### config.mk
export PLATFORM = sky130hd
export DESIGN_NAME = tx_link_sequencer
export DESIGN_NICKNAME = d
export VERILOG_FILES = /design/src/rtl/tx_link_sequencer.sv
export SDC_FILE = /design/constraint.sdc
export NUM_CORES = 1
export LEC_CHECK = 0
export ABC_CLOCK_PERIOD_IN_PS = 4080
export BUFFER_PORTS_ARGS = -buffer_cell sky130_fd_sc_hd__buf_4
export CAP_MARGIN = 20
export CORE_MARGIN = 2
export CORE_UTILIZATION = 45
export CTS_BUF_LIST = sky130_fd_sc_hd__clkbuf_8
export DETAILED_ROUTE_END_ITERATION = 10
export GPL_TIMING_DRIVEN = 0
export PLACE_DENSITY_LB_ADDON = 0.1
export SYNTH_ARGS = -nofsm -noshare
export SYNTH_HDL_FRONTEND = slang
export SYNTH_SLANG_ARGS = --single-unit
export TNS_END_PERCENT = 100
### constraint.sdc
create_clock -name clk -period 4.08 [get_ports clk]
set_input_delay 0.612 -clock clk [delete_from_list [all_inputs] [get_ports clk]]
set_output_delay 0.612 -clock clk [all_outputs]
set_load 0.05 [all_outputs]
### src/rtl/tx_link_sequencer.sv
// TX link bring-up sequencer: HOLD/TRAIN/SYNC preamble, then registered data words (1-cycle latency).
// data_ready is high for all of DATA; no back-pressure there, underflow sends FILL_WORD.
module tx_link_sequencer #(
    parameter int          N_HOLD     = 16,
    parameter int          N_TRAIN    = 64,
    parameter logic [15:0] TRAIN_WORD = 16'hAAAA,
    parameter logic [15:0] SYNC_WORD  = 16'hB38F,
    parameter logic [15:0] FILL_WORD  = 16'h0000
) (
    input  logic        clk,
    input  logic        rst,
    input  logic        en,
    input  logic        restart,
    input  logic [15:0] data_in,
    input  logic        data_valid,
    output logic        data_ready,
    input  logic        inj_error,
    output logic [15:0] din,
    output logic        prbs_rst,
    output logic        link_up,
    output logic [2:0]  state,
    output logic [7:0]  underflow_cnt
);

    localparam int N_MAX = (N_HOLD > N_TRAIN) ? N_HOLD : N_TRAIN;
    localparam int CW    = $clog2(N_MAX) + 1;
    localparam logic [CW-1:0] HOLD_LOAD  = CW'(N_HOLD - 1);
    localparam logic [CW-1:0] TRAIN_LOAD = CW'(N_TRAIN - 1);

    typedef enum logic [2:0] {
        IDLE  = 3'd0,
        HOLD  = 3'd1,
        TRAIN = 3'd2,
        SYNC  = 3'd3,
        DATA  = 3'd4
    } state_t;

    state_t        state_q, state_nxt;
    logic [CW-1:0] cnt, cnt_nxt;
    logic [15:0]   din_nxt;
    logic [7:0]    uf_nxt;
    logic          err_pend, err_pend_nxt;
    logic          err_now;

    always_ff @(posedge clk or posedge rst) begin
        if (rst) begin
            state_q       <= IDLE;
            cnt           <= '0;
            din           <= 16'h0000;
            underflow_cnt <= 8'd0;
            err_pend      <= 1'b0;
        end else begin
            state_q       <= state_nxt;
            cnt           <= cnt_nxt;
            din           <= din_nxt;
            underflow_cnt <= uf_nxt;
            err_pend      <= err_pend_nxt;
        end
    end

    always_comb begin
        state_nxt    = state_q;
        cnt_nxt      = cnt;
        din_nxt      = 16'h0000;
        uf_nxt       = underflow_cnt;
        err_pend_nxt = err_pend;
        err_now      = err_pend | inj_error;

        if (state_q == DATA && !data_valid && underflow_cnt != 8'hFF)
            uf_nxt = underflow_cnt + 8'd1;

        // en dominates restart; restart from IDLE is just a normal start
        if (!en) begin
            state_nxt = IDLE;
        end else if (restart && state_q != IDLE) begin
            state_nxt = HOLD;
            cnt_nxt   = HOLD_LOAD;
            uf_nxt    = 8'd0;
        end else begin
            case (state_q)
                IDLE: begin
                    state_nxt = HOLD;
                    cnt_nxt   = HOLD_LOAD;
                end
                HOLD: begin
                    if (cnt == '0) begin
                        state_nxt = TRAIN;
                        cnt_nxt   = TRAIN_LOAD;
                    end else begin
                        cnt_nxt = cnt - 1'b1;
                    end
                end
                TRAIN: begin
                    if (cnt == '0) state_nxt = SYNC;
                    else           cnt_nxt   = cnt - 1'b1;
                end
                SYNC:    state_nxt = DATA;
                DATA:    state_nxt = DATA;
                default: state_nxt = IDLE;
            endcase
        end

        // din is loaded from the next state so it always matches the state register
        case (state_nxt)
            TRAIN: din_nxt = TRAIN_WORD;
            SYNC:  din_nxt = SYNC_WORD;
            DATA: begin
                if (state_q == DATA)
                    din_nxt = (data_valid ? data_in : FILL_WORD) ^ {15'b0, err_now};
                else
                    din_nxt = FILL_WORD;
            end
            default: din_nxt = 16'h0000;
        endcase

        if (state_q == DATA && state_nxt == DATA)
            err_pend_nxt = 1'b0;
        else
            err_pend_nxt = err_pend & (state_nxt == DATA);
    end

    assign state      = state_q;
    assign prbs_rst   = (state_q == IDLE) || (state_q == HOLD);
    assign link_up    = (state_q == DATA);
    assign data_ready = (state_q == DATA);

endmodule

=== Word level (Yosys, flattened, before mapping) ===
Index checks and enable logic that the tools add are counted.

* Register bits: 35
* Word-level logic and storage cells: 47

* Add/subtract/negate cells: 2
* Bitwise gates (word level): 3
* Reductions and logical operators: 12
* Eq/ne operators: 9
* Multiplexer cells: 16

{| class="wikitable"
|+ Operator list
! cell !! count
|-
| one-hot mux 16 bit (3 select lines) || 1
|-
| 2-to-1 mux 16 bit || 2
|-
| 2-to-1 mux 8 bit || 3
|-
| 2-to-1 mux 7 bit || 3
|-
| one-hot mux 7 bit (3 select lines) || 1
|-
| XOR 16 x 1 -> 16 bit || 1
|-
| == test 3 x 2 -> 1 bit (second input constant) || 4
|-
| 2-to-1 mux 3 bit || 4
|-
| one-hot mux 3 bit (4 select lines) || 1
|-
| adder 8 x 1 -> 8 bit (second input constant) || 1
|-
| != test 8 bit (second input constant) || 1
|-
| logical NOT 7 bit || 1
|-
| subtractor 7 x 1 -> 7 bit (second input constant) || 1
|-
| == test 3 bit (second input constant) || 2
|-
| logical AND 1 bit || 4
|-
| nonzero test 4 bit || 1
|-
| == test 3 x 1 -> 1 bit (second input constant) || 1
|-
| logical NOT 3 bit || 1
|-
| != test 3 bit (second input constant) || 1
|-
| AND reduction 3 bit || 1
|-
| nonzero test 3 bit || 1
|-
| OR reduction 2 bit || 1
|-
| AND 1 bit || 1
|-
| logical NOT 1 bit || 1
|-
| 3 further kinds || 3
|}

=== Logic depth before layout (Yosys ltp) ===
* Depth in word-level cells: 8
* Depth in mapped cells: 7
* Gate-level depth less buffers: 7

=== Least setup slack after synthesis ===
No wires, ideal clock.

* Path type: flip-flop to output port
* From: register state_q[2], in the netlist state[2]
* To: output port link_up
* Cell stages (with the launch flop): 5
* Arrival: 1896 ps
* Path buffers: 2
* Required time: 3468 ps
* Slack: 1572 ps
* Cell sequence: dfrtp_1 buf_4 or3b_4 inv_1 buf_4

* Longest elaborated chain between the ends: 1

{| class="wikitable"
|+ Ends and longest elaborated chain
! what !! line !! source
|-
| start: declaration || 38 || <nowiki>state_t state_q, state_nxt;</nowiki>
|-
| start signal: assignment || 53 || <nowiki>state_q <= state_nxt;</nowiki>
|-
| == test 3 bit || n/a ||
|-
| end: declaration || 20 || <nowiki>output logic link_up,</nowiki>
|}

No other way between the ends.

=== Worst setup path in the final report ===
* From: register state_q[0], in the netlist state[0]
* To: output port link_up

* Longest elaborated chain between the ends: 1

{| class="wikitable"
|+ Ends and longest elaborated chain
! what !! line !! source
|-
| == test 3 bit || 124 || <nowiki>assign link_up = (state_q == DATA);</nowiki>
|}

No other way between the ends.

==> results.sh <==
export IMPL_status="complete, no violations"
export IMPL_cts_buffers=5
export IMPL_crit_path_start_kind="flop"
export IMPL_multi_input_area_sq_um=694
export IMPL_worstSetupPathType="reg2out"
export IMPL_die_x_microns=64.1
export IMPL_fin_setup_tns_ns=0
export IMPL_setup_viol=0
export IMPL_overflow=0
export IMPL_n_fill_cell=300
export IMPL_cp_required_ns=3.47
export IMPL_vias_per_cell=5.11
export IMPL_cts_root_buf="clkbuf_8"
export IMPL_power_leakage_nw=1.22
export IMPL_ys_warnings_count=0
export IMPL_arrival_ns=1.67
export IMPL_final_util_pct=64.7
export IMPL_clk_latency_ns=0.29
export IMPL_layout_drive_gt1_share_pct=33.0
export IMPL_cts_max_level=2
export IMPL_grt_max_degree=19
export IMPL_layoutNonFillerInstCount=261
export IMPL_gp_congestion=0.784
export IMPL_post_cts_resized=0
export IMPL_rsz0062_at_grt="no"
export IMPL_port_buffers=51
export IMPL_vias=1335
export IMPL_grt_pass1_wl_mm=6.14
export IMPL_critical_path_top_delay_family="buffers and inverters"
export IMPL_wl_per_cell_microns=13.6
export IMPL_post_route_period_util_pct=55.8
export IMPL_p_per_area_mw_per_mm2=322
export IMPL_slowest_delay_ns=0.43
export IMPL_dp_hpwl_mm=2.68
export IMPL_routed_wl_mm=3.54
export IMPL_fmax_mhz=439
export IMPL_cap_violations=0
export IMPL_maxSlewHeadroom_pct=45.4
export IMPL_cts_setup_buffers=0
export IMPL_path_cells="buf_6 > or3b_4 > inv_1 > buf_4 > buf_4"
export IMPL_floorplan_rows=21
export IMPL_cts_hold_buf=0
export IMPL_core_area_sq_mm=0.00342
export IMPL_crit_fanout=10
export IMPL_synth_fp_nets=179
export IMPL_grt_usage_pct=19.4
export IMPL_dieArea_sq_mm=0.00411
export IMPL_final_antenna_net_count=0
export IMPL_synthCells=155
export IMPL_place_inst=253
export IMPL_crit_buf_inv=4
export IMPL_antenna_found_initial=0
export IMPL_synth_cell_types=40
export IMPL_synth_area_per_cell_sq_um=10.5
export IMPL_synth_area_sq_mm=0.00163
export IMPL_n_antenna_cell=0
export IMPL_crit_path_frequent_cell="buf_4"
export IMPL_hold_viol=0
export IMPL_seq_area_frac_synth_pct=53.8
export IMPL_initial_core_util_pct=47.7
export IMPL_tightest_slew_ns=0.811
export IMPL_drc=0
export IMPL_dpl_instance_area_sq_mm=0.00210
export IMPL_nNetsFinal=238
export IMPL_clock_sinks=35
export IMPL_stdcell_area_sq_mm=0.00221
export IMPL_clockBufferDepth=2
export IMPL_grt_pass1_vias=1324
export IMPL_synth_flop_cell="dfrtp_1"
export IMPL_fin_ws_ns=1.80
export IMPL_final_min_clock_period_ns=2.28
export IMPL_drt_iter0_markers=58
export IMPL_slowest_stage="or3b_4"
export IMPL_drv_slew=0
export IMPL_clk_pin_slew_worst_paths_ns=0.08
export IMPL_hold_class="in2async"
export IMPL_cp_end_kind="primary output"
export IMPL_ys_seq_elements=35
export IMPL_drt_pre_antenna_iters=4
export IMPL_io_pin_count=52
export IMPL_area_growth_pct=35.7
export IMPL_peakVddDrop_uv=180
export IMPL_synth_edff_count=0
export IMPL_seq_area_sq_um=876
export IMPL_fin_skew_ns=0.00912
export IMPL_die_h_microns=64.1
export IMPL_cts_tree="done"
export IMPL_dp_slack_ns=1.90
export IMPL_ys_async_sr_fraction_pct=100
[kinds of logic after synthesis]
logic type                 Yosys count  synth area share, %
buffers and inverters               11                 3.53
DFF                                 35                 53.8
xor gates and xnor gates             5                 2.69
adders and majority gates            2                 1.54
AOI/OAI and AO/OA                   39                 17.1
muxes                                3                 1.92
and+or+nand+nor                     60                 19.4
[area by class of cell]
cell class / instances / area share (%)
clock inverters: 3 / 1.98
clock buffers: 5 / 3.12
plain buffers: 5 / 1.59
inverters: 6 / 1.02
well taps: 46 / 2.61
repair buffers: 52 / 18.6
multi-input cells: 109 / 31.4
flip-flops and latches: 35 / 39.7
[cell usage in the layout, fill, tap and decap left out, types with 2 or more instances in the layout]
master and instances:
a21o_1 12, a21oi_1 8, a31oi_1 3, and2_1 8, and3_1 3, buf_4 53
clkbuf_8 5, dfrtp_1 35, ha_1 2, inv_1 6, mux2i_1 2, nand2_1 9
nand2b_1 2, nand3_1 3, nand4_1 2, nor2_1 16, nor2b_1 2, nor3_1 6
o21ai_0 7, or3_1 3, xor2_1 4
[registers in the layout, summed over array words and instances, names as in the netlist]
| signal | cells |
|---|---|
| state | 3 |
| err_pend | 1 |
| din | 16 |
| cnt | 7 |
| underflow_cnt | 8 |
[through the flow]
stage	hold slack (ns)	total power, mW
2_1_floorplan	0.453	0.384
4_1_cts	0.469	0.722
3_5_place_dp	0.482	0.412
5_1_grt	0.508	0.751
3_3_place_gp	0.468	0.406
6_report	0.444	0.712
[cell usage after synthesis, types with 2 or more instances]
cell	number	share of area, %
nor2_1	16	3.7
and2_1	8	3.1
nor2b_1	2	0.77
a31oi_1	3	1.2
buf_4	2	0.92
dfrtp_1	35	54
inv_1	6	1.4
nand2_1	9	2.1
ha_1	2	1.5
xor2_1	4	2.2
nor3_1	6	1.8
mux2i_1	2	1.2
nand3_1	3	0.92
a21o_1	12	5.5
nand2b_1	2	0.77
o21ai_0	7	2.2
or3_1	3	1.2
a21oi_1	8	2.5
nand4_1	2	0.77
and3_1	3	1.2
[layer usage]
layer / wire length (microns) / global-route usage, %
met5: 0 / 0
met4: 70 / 7.71
met3: 223 / 5.99
met2: 1760 / 31.3
met1: 1480 / 24.5
[final timing paths]
kind	end	slack (ns)	cells after the start	from
worst max-delay path	link_up	1.80	5	state[0]
worst min-delay path	din[12]	0.44	2	rst
worst max register to register	cnt[2]	1.85	7	cnt[0]
worst min register to register	cnt[0]	0.50	1	cnt[0]
max in group asynchronous	din[0]	3.09	3	rst
min in group clk	cnt[0]	0.50	1	cnt[0]
[where the power goes]
part           total, mW  internal, mW  switching (mW)
registers          0.353         0.350         0.00290
clock network      0.308         0.182           0.126
logic             0.0516        0.0252          0.0264
(Power assumes the default switching activity.)
